`config.mk`:
```
export PLATFORM = sky130hd
export DESIGN_NAME = mc_control_unit
export DESIGN_NICKNAME = d
export VERILOG_FILES = /design/src/rtl/mc_control_unit.sv
export SDC_FILE = /design/constraint.sdc
export NUM_CORES = 1
export LEC_CHECK = 0
export ABC_AREA = 1
export ABC_CLOCK_PERIOD_IN_PS = 1500
export BUFFER_PORTS_ARGS = -buffer_cell sky130_fd_sc_hd__buf_2
export CORE_MARGIN = 10
export CORE_UTILIZATION = 46
export CTS_BUF_LIST = sky130_fd_sc_hd__clkbuf_2 sky130_fd_sc_hd__clkbuf_4 sky130_fd_sc_hd__clkbuf_8
export DETAILED_ROUTE_END_ITERATION = 6
export HOLD_SLACK_MARGIN = 0.1
export PLACE_DENSITY = 0.8
export SYNTH_ARGS = -nofsm -noshare
export SYNTH_HDL_FRONTEND = slang
export SYNTH_SLANG_ARGS = --single-unit
```
`constraint.sdc`:
```
create_clock -name CLK -period 1.5 [get_ports CLK]
set_input_delay 0.225 -clock CLK [delete_from_list [all_inputs] [get_ports CLK]]
set_output_delay 0.225 -clock CLK [all_outputs]
set_load 0.05 [all_outputs]
```
`src/rtl/mc_control_unit.sv`:
```
// Multi-cycle CPU control unit: registered FSM state plus combinational
// datapath controls decoded from the current state and opcode.
module mc_control_unit (
   input  logic       CLK,
   input  logic       Reset,
   input  logic [5:0] op,
   input  logic       zero,
   input  logic       sign,
   output logic       PCWre,
   output logic       IRWre,
   output logic       RegWre,
   output logic       ALUSrcA,
   output logic       ALUSrcB,
   output logic       DBDataSrc,
   output logic       mRD,
   output logic       mWR,
   output logic       WrRegDSrc,
   output logic       ExtSel,
   output logic [1:0] RegDst,
   output logic [1:0] PCSrc,
   output logic [2:0] ALUOp,
   output logic [2:0] state
);

   typedef enum logic [2:0] {
      S_IF     = 3'b000,
      S_ID     = 3'b001,
      S_EXE_LS = 3'b010,
      S_MEM    = 3'b011,
      S_WB_LD  = 3'b100,
      S_EXE_BR = 3'b101,
      S_EXE_AL = 3'b110,
      S_WB_AL  = 3'b111
   } state_t;

   localparam logic [5:0] OP_ADD   = 6'b000000;
   localparam logic [5:0] OP_SUB   = 6'b000001;
   localparam logic [5:0] OP_ADDIU = 6'b000010;
   localparam logic [5:0] OP_AND   = 6'b010000;
   localparam logic [5:0] OP_ANDI  = 6'b010001;
   localparam logic [5:0] OP_ORI   = 6'b010010;
   localparam logic [5:0] OP_SLL   = 6'b011000;
   localparam logic [5:0] OP_SLTI  = 6'b100110;
   localparam logic [5:0] OP_SLT   = 6'b100111;
   localparam logic [5:0] OP_SW    = 6'b110000;
   localparam logic [5:0] OP_LW    = 6'b110001;
   localparam logic [5:0] OP_BEQ   = 6'b110100;
   localparam logic [5:0] OP_BNE   = 6'b110101;
   localparam logic [5:0] OP_BLTZ  = 6'b110110;
   localparam logic [5:0] OP_J     = 6'b111000;
   localparam logic [5:0] OP_JR    = 6'b111001;
   localparam logic [5:0] OP_JAL   = 6'b111010;
   localparam logic [5:0] OP_HALT  = 6'b111111;

   state_t cur, nxt;
   logic   is_alu, is_lw, is_sw, is_br, is_halt, is_jmp, taken;

   always_ff @(posedge CLK) begin
      if (Reset) cur <= S_IF;
      else       cur <= nxt;
   end

   always_comb begin
      is_alu  = op inside {OP_ADD, OP_SUB, OP_ADDIU, OP_AND, OP_ANDI,
                           OP_ORI, OP_SLL, OP_SLTI, OP_SLT};
      is_lw   = (op == OP_LW);
      is_sw   = (op == OP_SW);
      is_br   = op inside {OP_BEQ, OP_BNE, OP_BLTZ};
      is_halt = (op == OP_HALT);
      // j, jr, jal and every undecoded opcode finish in ID
      is_jmp  = !(is_alu || is_lw || is_sw || is_br || is_halt);
      taken   = ((op == OP_BEQ) && zero) || ((op == OP_BNE) && !zero) ||
                ((op == OP_BLTZ) && sign);

      nxt = S_IF;
      unique case (cur)
         S_IF:     nxt = S_ID;
         S_ID: begin
            if (is_alu)              nxt = S_EXE_AL;
            else if (is_lw || is_sw) nxt = S_EXE_LS;
            else if (is_br)          nxt = S_EXE_BR;
            else if (is_halt)        nxt = S_ID;
            else                     nxt = S_IF;
         end
         S_EXE_AL: nxt = S_WB_AL;
         S_WB_AL:  nxt = S_IF;
         S_EXE_BR: nxt = S_IF;
         S_EXE_LS: nxt = S_MEM;
         S_MEM:    nxt = is_lw ? S_WB_LD : S_IF;
         S_WB_LD:  nxt = S_IF;
         default:  nxt = S_IF;
      endcase
   end

   always_comb begin
      IRWre  = (cur == S_IF);
      PCWre  = (cur == S_WB_AL) || (cur == S_WB_LD) || (cur == S_EXE_BR) ||
               ((cur == S_MEM) && is_sw) || ((cur == S_ID) && is_jmp);
      RegWre = (cur == S_WB_AL) || (cur == S_WB_LD) ||
               ((cur == S_ID) && (op == OP_JAL));
      mRD    = (cur == S_MEM) && is_lw;
      mWR    = (cur == S_MEM) && is_sw;

      PCSrc = 2'b00;
      if ((cur == S_EXE_BR) && taken)                          PCSrc = 2'b01;
      else if ((cur == S_ID) && ((op == OP_J) || (op == OP_JAL))) PCSrc = 2'b11;
      else if ((cur == S_ID) && (op == OP_JR))                 PCSrc = 2'b10;

      if (op == OP_JAL)                                     RegDst = 2'b00;
      else if (op inside {OP_ADD, OP_SUB, OP_AND, OP_SLL, OP_SLT}) RegDst = 2'b10;
      else                                                  RegDst = 2'b01;

      WrRegDSrc = (op != OP_JAL);
      DBDataSrc = is_lw;
      ALUSrcA   = (op == OP_SLL);
      ALUSrcB   = op inside {OP_ADDIU, OP_ANDI, OP_ORI, OP_SLTI, OP_LW, OP_SW};
      ExtSel    = !((op == OP_ANDI) || (op == OP_ORI));

      unique case (op)
         OP_SUB, OP_BEQ, OP_BNE, OP_BLTZ: ALUOp = 3'b001;
         OP_AND, OP_ANDI:                 ALUOp = 3'b100;
         OP_ORI:                          ALUOp = 3'b011;
         OP_SLL:                          ALUOp = 3'b010;
         OP_SLT, OP_SLTI:                 ALUOp = 3'b110;
         default:                         ALUOp = 3'b000;
      endcase

      // Reset masks every side effect while the state register is being forced
      if (Reset) begin
         IRWre  = 1'b0;
         PCWre  = 1'b0;
         RegWre = 1'b0;
         mRD    = 1'b0;
         mWR    = 1'b0;
         PCSrc  = 2'b00;
         ALUOp  = 3'b000;
      end

      state = cur;
   end

endmodule

```
==> results of run 1 <==
## stage by stage
step / instance area, sq um / cells / TNS [ns] / setup slack (ns)
floorplan: 746 / 115 / -0.230 / -0.188
global placement: 1130 / 185 / -0.812 / -0.248
detailed placement: 1130 / 185 / -1.90 / -0.314
## cells in the mapped netlist, drive strengths merged
library cell | n | share of area
nand3 | 20 | 0.18
dfxtp | 3 | 0.10
clkbuf | 1 | 0.0062
nor2 | 21 | 0.21
a31oi | 2 | 0.021
nor4 | 1 | 0.010
nand2 | 24 | 0.15
a22oi | 1 | 0.012
a21oi | 7 | 0.058
nor3 | 2 | 0.017
o311ai | 1 | 0.015
o21ai | 6 | 0.056
inv | 25 | 0.16
nand4 | 1 | 0.010
## cells by family after synthesis
logic type / after synthesis
AO/OA/AOI/OAI: 17
buffers and inverters: 26
flip-flops: 3
AND/OR/NAND/NOR: 69
==> reports/qor.yml, run 1 <==
cts_buffer_depth: 2
cts_sinks: 3
post_cts_resize_count: 74
io_pins: 30
clockRootBuffer: "clkbuf_4"
synth-xor-area-share: 0
initial_core_util: 0.514
dieWidth_um: 56.2
cts_setup_buffers: 3
synth.area.mux_share: 0
die-height_um: 56.2
synth_fa_ha_area_frac: 0
cts_hold_buf: 0
synthCells: 115
stop_error: "[ERROR DPL-0038] Utilization greater than 100%, impossible to legalize"
synth_fp_nets: 125
dp_hpwl_mm: 2.62
cts_max_level: 1
num_rows: 12
synth_compound_area_frac: 0.162
syn-cell-area_sq_um: 602
gp_congestion: 0.894
synth_top_family_by_area: "simple AND/OR/NAND/NOR gates"
ys_ff_latch: 3
failed_stage: "4_1_cts"
synth_warnings: 0
status: "aborted with a tool error"
yosys.area_share.simple: 0.576
cts_made_buffers: 3
yosysUniqueCellTypes: 19
yosysSeqAreaShare: 0.0998
syn_area_per_cell_sq_um: 5.23
port_buffers: 29
==> inputs of run 2 (changes only) <==
==> config.mk (replaced) <==
export PLATFORM = sky130hd
export DESIGN_NAME = mc_control_unit
export DESIGN_NICKNAME = d
export VERILOG_FILES = /design/src/rtl/mc_control_unit.sv
export SDC_FILE = /design/constraint.sdc
export NUM_CORES = 1
export LEC_CHECK = 0
export ABC_AREA = 1
export ABC_CLOCK_PERIOD_IN_PS = 1500
export BUFFER_PORTS_ARGS = -buffer_cell sky130_fd_sc_hd__buf_2
export CORE_AREA = 10 10 71 73
export DETAILED_ROUTE_END_ITERATION = 6
export DIE_AREA = 0 0 81 83
export PLACE_DENSITY_LB_ADDON = 0.15
export SYNTH_ARGS = -nofsm -noshare
export SYNTH_HDL_FRONTEND = slang
export SYNTH_SLANG_ARGS = --single-unit
==> run 2 against run 1 <==
The flow now finishes, with violations (negative setup slack). Area after synthesis unchanged. Synthesized cell count unchanged.
==> reports/qor.yml, run 2 <==
routed_via_density: 4.25
final_common_cell: "buf_4"
grt_pass1_wl_mm: 4.55
antenna_left: 0
tightest_slew_ns: 0.282
critPathMostFrequentCell: "nor2_2"
slew_headroom: 0.809
fin_nets: 197
timing.critical_path.buf_inv: 3
cts_sinks: 3  # unchanged
synth-edff-count: 0  # unchanged
rsz0062_at_grt: "true"
ys_top_cells_by_count: "nand2_1, inv_1, nand3_1, nor2_1, a21oi_1"  # unchanged
yosysTopAreaCell: "nand3_1"  # unchanged
synthArstFlopShare: 0  # unchanged
io_pins: 30  # unchanged
dp_slack_ns: -0.199  # was -0.314 ns
diodes: 0
worstPathCellList: "inv_4 -> buf_4 -> nor2_2 -> nor2_2 -> nand2_1 -> a21oi_4 -> buf_6"
slew_viol_final: 0
synth_area_leaders: "nand3_1, nand2_1, inv_1"  # unchanged
dieWidth_um: 81  # was 56.2 um
largest_reg_flops: 3
finish.instance_area_sq_um: 1600
yosysSeqAreaShare: 0.0998  # unchanged
clockRootBuffer: "clkbuf_8"  # was clkbuf_4
antenna_found_initial: 0
cts_hold_buf: 0  # unchanged
area.growth.synth_to_final_pct: 166
cts_made_buffers: 3  # unchanged
firstDrtPassIters: 4
cp.required_ns: 1.27
cp_slowest_cell: "dfxtp_4"
syn-cell-area_sq_um: 602  # unchanged
core_sq_um: 3630
critPathKind: "reg2out"
hold_viol: 0
groute.usage.overall: 0.0811
setup_slack_ns: -0.0849
cts_tree: "built"
grt_max_degree: 8
cts_max_level: 1  # unchanged
synth_fp_nets: 125  # unchanged
ys_ff_latch: 3  # unchanged
drt_iter0_markers: 34
die-area_sq_um: 6720
gp_congestion: 0.925  # was 0.894
ys.flop_type: "dfxtp_1"  # unchanged
maxCapViolCount: 0
drive_above_1_share: 0.726
syn_area_per_cell_sq_um: 5.23  # unchanged
startpoint_type: "register"
hold_path_class: "in2reg"
min_period_over_period: 1.06
layout_min_cycle_time_ns: 1.58
grt_pass1_vias: 979
grt_overflow_total: 0
yosysUniqueCellTypes: 19  # unchanged
layout_common_cells: "buf_4, buf_6, nand2_1"
setup_violations: 6
worst_setup_path_end_kind: "output port"
path_delay_family: "flip-flops"
synthCells: 115  # unchanged
failed_checks: "negative setup slack"
wire_per_inst_um: 12.0
p_leak_nw: 0.754
fin_util: 0.440
port_buffers: 29  # unchanged
finalHoldWorstSlack_ns: 0.532
vias: 994
max_freq_mhz: 631
drc: 0
worstSkewPairLatency_ns: 0.22
synth_top_area_share: 0.150  # unchanged
synth_warnings: 0  # unchanged
num_rows: 22  # was 12
final.setup_skew_ns: 0.00337
final-instance-count-excl-fill: 234
die-height_um: 83  # was 56.2 um
clk_pin_slew_ns: 0.03
max_stage_delay_ns: 0.34
yosysMostFrequentCell: "nand2_1"  # unchanged
post_dp_cell_area_sq_um: 1210  # was 1130 sq um
cts_buffer_depth: 2  # unchanged
initial_core_util: 0.166  # was 0.514
drt_wl_total_mm: 2.82
dp_hpwl_mm: 2.35  # was 2.62 mm
ir_drop_uv: 249
cp.arrival_ns: 1.36
powerDensity_nw_per_um2: 458
status: "finished, violations left"  # was aborted with a tool error
crit_fanout: 2
place_inst: 225  # was 185
==> run 2: final timing paths <==
path / start / to / slack (ns) / cells past startpoint
worst max-delay path: state[1]$_SDFF_PP0_ / RegWre / -0.08 / 7
worst min register to register: state[2]$_SDFF_PP0_ / state[2]$_SDFF_PP0_ / 0.63 / 2
worst max register to register: state[0]$_SDFF_PP0_ / state[2]$_SDFF_PP0_ / 0.41 / 6
worst min-delay path: Reset / state[1]$_SDFF_PP0_ / 0.53 / 3
==> run 2: area by class of cell <==
class                           count  area (sq um)
Timing Repair Buffer               68           622
Tap cell                           48          60.1
Fill cell                         379          2030
Multi-Input combinational cell     86           683
Sequential cell                     3          68.8
Clock buffer                        4          45.0
Inverter                           25           120
==> run 2: kinds of logic after synthesis <==
kind of cell | count (synthesis) | share of synthesized area
compound gates | 17 | 0.162
flops | 3 | 0.0998
simple gates | 69 | 0.576
buf+inv | 26 | 0.162
==> run 2: stage by stage <==
stage          setup TNS (ns)  total power, W
2_1_floorplan          -0.230        0.000281
3_3_place_gp            -1.26        0.000421
3_5_place_dp            -1.26        0.000421
4_1_cts                -0.607        0.000680
5_1_grt                -0.863        0.000779
6_report               -0.323        0.000733
==> run 2: worst min-delay path, stage by stage <==
cell	delay, ns
buf_2	0.19
buf_4	0.19
a21oi_1	0.10
==> run 2: what timing repair did <==
item,4_1_cts,5_1_grt
resized for setup,32,60
pin swaps,2,15
setup buffers,0,5
setup endpoints to repair,13,15
==> run 2: per-layer routing <==
metal / vias to the layer above / part of all wire / track usage
met4: 0 / 0.0075 / 0.0188
met5: - / 0 / 0
met2: 16 / 0.53 / 0.138
met3: 2 / 0.042 / 0.0194
met1: 453 / 0.42 / 0.0979
li1: 523 / - / -
==> run 2: where the power goes <==
part	internal (W)	switching [W]
Combinational	0.000167	0.000239
Sequential	0.0000861	0.00000650
Clock	0.000181	0.0000530
No activity file was read; power rests on OpenSTA's default activity.
==> inputs of run 3 (changes only) <==
--- a/config.mk
+++ b/config.mk
@@ -6,7 +6,7 @@
 export NUM_CORES = 1
 export LEC_CHECK = 0
 export ABC_AREA = 1
-export ABC_CLOCK_PERIOD_IN_PS = 1500
+export ABC_CLOCK_PERIOD_IN_PS = 1400
 export BUFFER_PORTS_ARGS = -buffer_cell sky130_fd_sc_hd__buf_2
 export CORE_AREA = 10 10 71 73
 export DETAILED_ROUTE_END_ITERATION = 6
==> constraint.sdc (replaced) <==
create_clock -name CLK -period 1.4 [get_ports CLK]
set_input_delay 0.21 -clock CLK [delete_from_list [all_inputs] [get_ports CLK]]
set_output_delay 0.21 -clock CLK [all_outputs]
set_load 0.05 [all_outputs]
==> run 3 against run 2 <==
The run still ends with negative setup slack left. Flip-flop and latch count is the same. Total power grew 11%. Register-to-register slack lost 0.07 ns. Critical path depth grew 1. Clock power grew 11%. Final cell count grew 1.3%. Final area grew 4.1%. Sequential share of layout area shrank 0.17 points. Non-clock buffer count grew 3. Global-route usage grew 0.70 points. Utilization grew 1.8 points. First-iteration DRC count grew 5.9%. Largest cell class unchanged.
==> reports/qor.yml, run 3 (same netlist as run 2, synthesis figures left out) <==
maxCapViolCount: 0  # unchanged
clk_pin_slew_ns: 0.03  # about the same
r2r-start: "state[1]$_SDFF_PP0_"  # was state[0]$_SDFF_PP0_
min_period_over_period: 1.12
cts_max_level: 1  # unchanged
p_sw_w: 0.000331  # was 0.000298 W
cts_sinks: 3  # unchanged
critPathKind: "reg2out"  # unchanged
worstSkewPairLatency_ns: 0.22  # about the same
hp-start: "Reset"  # unchanged
area.growth.synth_to_final_pct: 177  # was 166%
timing.critical_path.buf_inv: 3  # unchanged
final_common_cell: "buf_4"  # unchanged
die-height_um: 83  # unchanged
p_leak_nw: 0.781  # was 0.754 nW
cp.arrival_ns: 1.36  # about the same
pwr-share-comb: 0.558  # was 0.554
drc: 0  # unchanged
drt_wl_total_mm: 2.98  # was 2.82 mm
cp_slowest_cell: "dfxtp_4"  # unchanged
layout_common_cells: "buf_4, buf_6, nand2_1"  # unchanged
cts_buffer_depth: 2  # unchanged
drt_iter0_markers: 36  # was 34
setup_violations: 11  # was 6
largest_reg_flops: 3  # unchanged
grt_max_degree: 8  # unchanged
ir_drop_uv: 171  # was 249 uV
powerDensity_nw_per_um2: 486  # was 458 nW/um^2
routed_via_density: 4.33  # was 4.25
pwr-share-clk: 0.320  # about the same
holdPathStages: 3  # unchanged
p_int_w: 0.000479  # was 0.000435 W
hold_viol: 0  # unchanged
port_buffers: 29  # unchanged
setup_slack_ns: -0.172  # was -0.0849 ns
io_pins: 30  # unchanged
worstPathCellList: "inv_4 -> nand2_4 -> nor2_4 -> inv_2 -> nor3_4 -> nand2_1 -> a21oi_4 -> buf_6"  # was inv_4 -> buf_4 -> nor2_2 -> nor2_2 -> nand2_1 -> a21oi_4 -> buf_6
startpoint_type: "register"  # unchanged
clockRootBuffer: "clkbuf_8"  # unchanged
groute.usage.overall: 0.0881  # was 0.0811
netSwitchingFraction: 0.408  # was 0.407
r2r-end: "state[2]$_SDFF_PP0_"  # unchanged
worst_setup_path_end_kind: "output port"  # unchanged
path_delay_family: "simple AND/OR/NAND/NOR gates"  # was flip-flops
fin_nets: 200  # was 197
wire_per_inst_um: 12.6  # was 12.0 um
dp_hpwl_mm: 2.35  # about the same
power_frac_seq: 0.122  # was 0.126
slew_viol_final: 0  # unchanged
rrSetupSlack_ns: 0.34  # was 0.41 ns
layout_min_cycle_time_ns: 1.57
core_sq_um: 3630  # unchanged
tightest_slew_ns: 0.280  # was 0.282 ns
cts_tree: "built"  # unchanged
slew_headroom: 0.810  # was 0.809
final.setup_skew_ns: 0.00181  # was 0.00337 ns
dp_slack_ns: -0.315  # was -0.199 ns
num_rows: 22  # unchanged
cp.required_ns: 1.19  # was 1.27 ns
initial_core_util: 0.166  # unchanged
hold_path_class: "in2reg"  # unchanged
grt_pass1_wl_mm: 4.92  # was 4.55 mm
grt_pass1_vias: 1030  # was 979
cts_made_buffers: 3  # unchanged
cts_hold_buf: 0  # unchanged
max_freq_mhz: 636
crit_fanout: 2  # unchanged
firstDrtPassIters: 4  # unchanged
hold-path-endpoint: "state[2]$_SDFF_PP0_"  # was state[1]$_SDFF_PP0_
rsz0062_at_grt: "true"  # unchanged
gp_congestion: 0.775  # was 0.925
drive_above_1_share: 0.762  # was 0.726
antenna_left: 0  # unchanged
failed_checks: "negative setup slack"  # unchanged
status: "finished, violations left"  # unchanged
grt_overflow_total: 0  # unchanged
die-area_sq_um: 6720  # unchanged
reg2reg_depth: 6  # unchanged
finalHoldWorstSlack_ns: 0.439  # was 0.532 ns
vias: 1026  # was 994
diodes: 0  # unchanged
max_stage_delay_ns: 0.34  # about the same
antenna_found_initial: 0  # unchanged
dieWidth_um: 81  # unchanged
[run 3: metrics by stage]
stage	setup TNS [ns]	instance area, sq um	power (W)	instances	utilization
CTS	-1.26	1510	0.000773	234	0.415
global placement	-2.40	1220	0.000446	228	0.335
global route	-1.95	1670	0.000862	237	0.458
finish	-1.06	1670	0.000810	237	0.458
floorplan	-0.673	738	0.000299	115	-
detailed placement	-2.41	1220	0.000446	228	0.335
[run 3: worst max-delay path by stage]
stage	from	depth (start not counted)	to
final	state[1]$_SDFF_PP0_	8	RegWre
after CTS	state[1]$_SDFF_PP0_	7	RegWre
after detailed placement	op[1]	10	PCWre
after global routing	state[1]$_SDFF_PP0_	8	RegWre
after floorplan	op[1]	8	PCWre
after global placement	op[1]	9	PCWre
[run 3: power by group through the flow]
stage | registers (W) | clock network [W] | logic, W
floorplan | 0.000120 | 0 | 0.000179
global placement | 0.0000976 | 0 | 0.000348
detailed placement | 0.0000976 | 0 | 0.000348
CTS | 0.0000982 | 0.000266 | 0.000409
global route | 0.0000998 | 0.000280 | 0.000482
finish | 0.0000988 | 0.000259 | 0.000452
[run 3: repair_timing]
action | CTS | global route
endpoints found under the setup margin | 15 | 16
setup buffers | 2 | 6
resized for setup | 72 | 43
pin swaps | 12 | 20
[run 3: tightest hold or removal path, delay by kind of cell]
kind	cells	cell delay, ns
AOI/OAI and AO/OA	1	0.05
buffers and inverters	2	0.34
[run 3: cell type report]
cell class	count	area, sq um
timing repair buffer	71	677
inverter	25	111
tap	48	60.1
clock buffer	4	45.0
fill	390	1970
multi-input combinational	86	703
sequential	3	68.8
[run 3: metal layers]
layer | share of wire | global-route usage | up-vias | wire length, um
met5 | 0 | 0 | - | 0
met4 | 0.018 | 0.0423 | 0 | 55
met3 | 0.053 | 0.0259 | 5 | 158
met2 | 0.50 | 0.135 | 23 | 1500
met1 | 0.42 | 0.108 | 476 | 1260
li1 | - | - | 522 | -
==> inputs of run 4 (changes only) <==
--- a/config.mk
+++ b/config.mk
@@ -9,9 +9,11 @@
 export ABC_CLOCK_PERIOD_IN_PS = 1400
 export BUFFER_PORTS_ARGS = -buffer_cell sky130_fd_sc_hd__buf_2
 export CORE_AREA = 10 10 71 73
+export CTS_CLUSTER_SIZE = 40
 export DETAILED_ROUTE_END_ITERATION = 6
 export DIE_AREA = 0 0 81 83
-export PLACE_DENSITY_LB_ADDON = 0.15
+export GPL_TIMING_DRIVEN = 0
+export PLACE_DENSITY_LB_ADDON = 0.25
 export SYNTH_ARGS = -nofsm -noshare
 export SYNTH_HDL_FRONTEND = slang
 export SYNTH_SLANG_ARGS = --single-unit
==> run 4 against run 3 <==
The flow still finishes with violations (negative setup slack). Global-route usage down 0.68 points. Worst hold slack improved by 0.090 ns. Via count down 6.1%. Final cell count is 7.2% lower. Utilization decreased by 4.5 points. Non-clock buffer count decreased by 18. Routed wire length shrank 1.8%. Final area is 9.9% lower. Largest cell class unchanged. Largest power group unchanged.
==> reports/qor.yml, run 4 (same netlist as run 2, synthesis figures left out) <==
status: "finished, violations left"  # unchanged
failed_checks: "negative setup slack"  # unchanged
timing.critical_path.buf_inv: 3  # unchanged
cts_hold_buf: 0  # unchanged
slew_viol_final: 0  # unchanged
layout_min_cycle_time_ns: 1.60  # was 1.57 ns
vias: 963  # was 1026
groute.usage.overall: 0.0813  # was 0.0881
final.setup_skew_ns: 0.00317  # was 0.00181 ns
routed_via_density: 4.38  # was 4.33
area.growth.synth_to_final_pct: 149  # was 177%
layout_common_cells: "buf_4, nand2_1, buf_6"  # was buf_4, buf_6, nand2_1
port_buffers: 29  # unchanged
die-area_sq_um: 6720  # unchanged
grt_pass1_wl_mm: 4.49  # was 4.92 mm
cts_max_level: 1  # unchanged
num_rows: 22  # unchanged
maxCapViolCount: 0  # unchanged
rsz0062_at_grt: "true"  # unchanged
worst_setup_path_end_kind: "output port"  # unchanged
wire_per_inst_um: 13.3  # was 12.6 um
crit_fanout: 3  # was 2
max_freq_mhz: 625  # was 636 MHz
holdPathStages: 5  # was 3
ir_drop_uv: 359  # was 171 uV
cts_buffer_depth: 2  # unchanged
fin_nets: 183  # was 200
grt_overflow_total: 0  # unchanged
power_frac_seq: 0.130  # was 0.122
min_period_over_period: 1.14  # was 1.12
cts_tree: "built"  # unchanged
antenna_left: 0  # unchanged
setup_slack_ns: -0.201  # was -0.172 ns
io_pins: 30  # unchanged
clk_pin_slew_ns: 0.03  # about the same
path_depth: 8  # unchanged
cp.arrival_ns: 1.39  # was 1.36 ns
startpoint_type: "register"  # unchanged
drt_wl_total_mm: 2.92  # was 2.98 mm
p_int_w: 0.000451  # was 0.000479 W
reg2reg_depth: 7  # was 6
firstDrtPassIters: 4  # unchanged
slew_headroom: 0.683  # was 0.810
drive_above_1_share: 0.744  # was 0.762
finalHoldWorstSlack_ns: 0.529  # was 0.439 ns
worstSkewPairLatency_ns: 0.22  # about the same
clockRootBuffer: "clkbuf_8"  # unchanged
netSwitchingFraction: 0.421  # was 0.408
gp_congestion: 0.891  # was 0.775
hold_path_class: "in2reg"  # unchanged
die-height_um: 83  # unchanged
tightest_slew_ns: 0.476  # was 0.280 ns
fillers: 382  # was 390
grt_max_degree: 11  # was 8
hold_viol: 0  # unchanged
critPathMostFrequentCell: "nor2_4"
diodes: 0  # unchanged
dieWidth_um: 81  # unchanged
cp_slowest_cell: "dfxtp_4"  # unchanged
cts_made_buffers: 3  # unchanged
drt_iter0_markers: 22  # was 36
pwr-share-comb: 0.548  # was 0.558
powerDensity_nw_per_um2: 519  # was 486 nW/um^2
tns_ns: -1.28  # was -1.06 ns
cp.required_ns: 1.19  # about the same
max_stage_delay_ns: 0.34  # about the same
core_sq_um: 3630  # unchanged
final_common_cell: "buf_4"  # unchanged
p_sw_w: 0.000328  # was 0.000331 W
setup_violations: 11  # unchanged
pwr-share-clk: 0.322  # was 0.320
worstPathCellList: "inv_4 -> nand2_4 -> nor2_4 -> inv_2 -> nor3_4 -> nand3_2 -> nor2_4 -> buf_8"  # was inv_4 -> nand2_4 -> nor2_4 -> inv_2 -> nor3_4 -> nand2_1 -> a21oi_4 -> buf_6
largest_reg_flops: 3  # unchanged
initial_core_util: 0.166  # unchanged
critPathKind: "reg2out"  # unchanged
cts_sinks: 3  # unchanged
path_delay_family: "simple AND/OR/NAND/NOR gates"  # unchanged
p_leak_nw: 0.669  # was 0.781 nW
drc: 0  # unchanged
dp_hpwl_mm: 2.01  # was 2.35 mm
grt_pass1_vias: 950  # was 1030
antenna_found_initial: 0  # unchanged
## run 4: final timing paths
check / slack [ns] / to / start
worst max-delay path: -0.20 / PCSrc[1] / state[1]$_SDFF_PP0_
worst min-delay path: 0.53 / state[0]$_SDFF_PP0_ / op[2]
worst max register to register: 0.31 / state[0]$_SDFF_PP0_ / state[1]$_SDFF_PP0_
worst min register to register: 0.64 / state[1]$_SDFF_PP0_ / state[0]$_SDFF_PP0_
## run 4: area by class of cell
type | instances | area, sq um | share of cell area
sequential | 3 | 71.3 | 0.0475
clock buffer | 4 | 45.0 | 0.0300
inverter | 25 | 109 | 0.0726
timing repair buffer | 52 | 473 | 0.315
tap | 48 | 60.1 | 0.0400
multi-input combinational | 87 | 737 | 0.491
buffer | 1 | 5.00 | 0.00334
## run 4: what timing repair did
item                                    in CTS  in global routing
hold endpoints to repair                     0                  0
gates resized for setup                     63                 42
pin swaps                                   15                 16
endpoints found under the setup margin      15                 14
cloned                                       1                  0
setup buffers                               13                 10
## run 4: tightest hold or removal path: stages
cell,delay [ns]
buf_6,0.12
nand3_1,0.08
o21ai_1,0.08
a21oi_1,0.13
a21oi_1,0.07
## run 4: stage by stage
step                      instance area (sq um)  power [W]  worst slack, ns   util  instances
after global placement                      943   0.000372           -0.590  0.260        192
after CTS                                  1290   0.000721           -0.272  0.355        210
after global routing                       1500   0.000825           -0.272  0.413        220
final                                      1500   0.000778           -0.201  0.413        220
after floorplan                             738   0.000299           -0.254      -        115
after detailed placement                    943   0.000373           -0.596  0.260        192
## run 4: power groups by stage
stage               sequential [W]  clock [W]  combinational [W]
finish                    0.000101   0.000251           0.000427
detailed placement        0.000100          0           0.000272
global placement         0.0000998          0           0.000272
global route              0.000102   0.000270           0.000453
CTS                       0.000101   0.000261           0.000359
floorplan                 0.000120          0           0.000179
## run 4: layer usage
layer	global-route usage	vias up	wire length [um]
met4	0.0297	0	40
met5	0	-	0
li1	-	492	-
met3	0.0302	4	155
met2	0.133	27	1580
met1	0.0929	440	1140
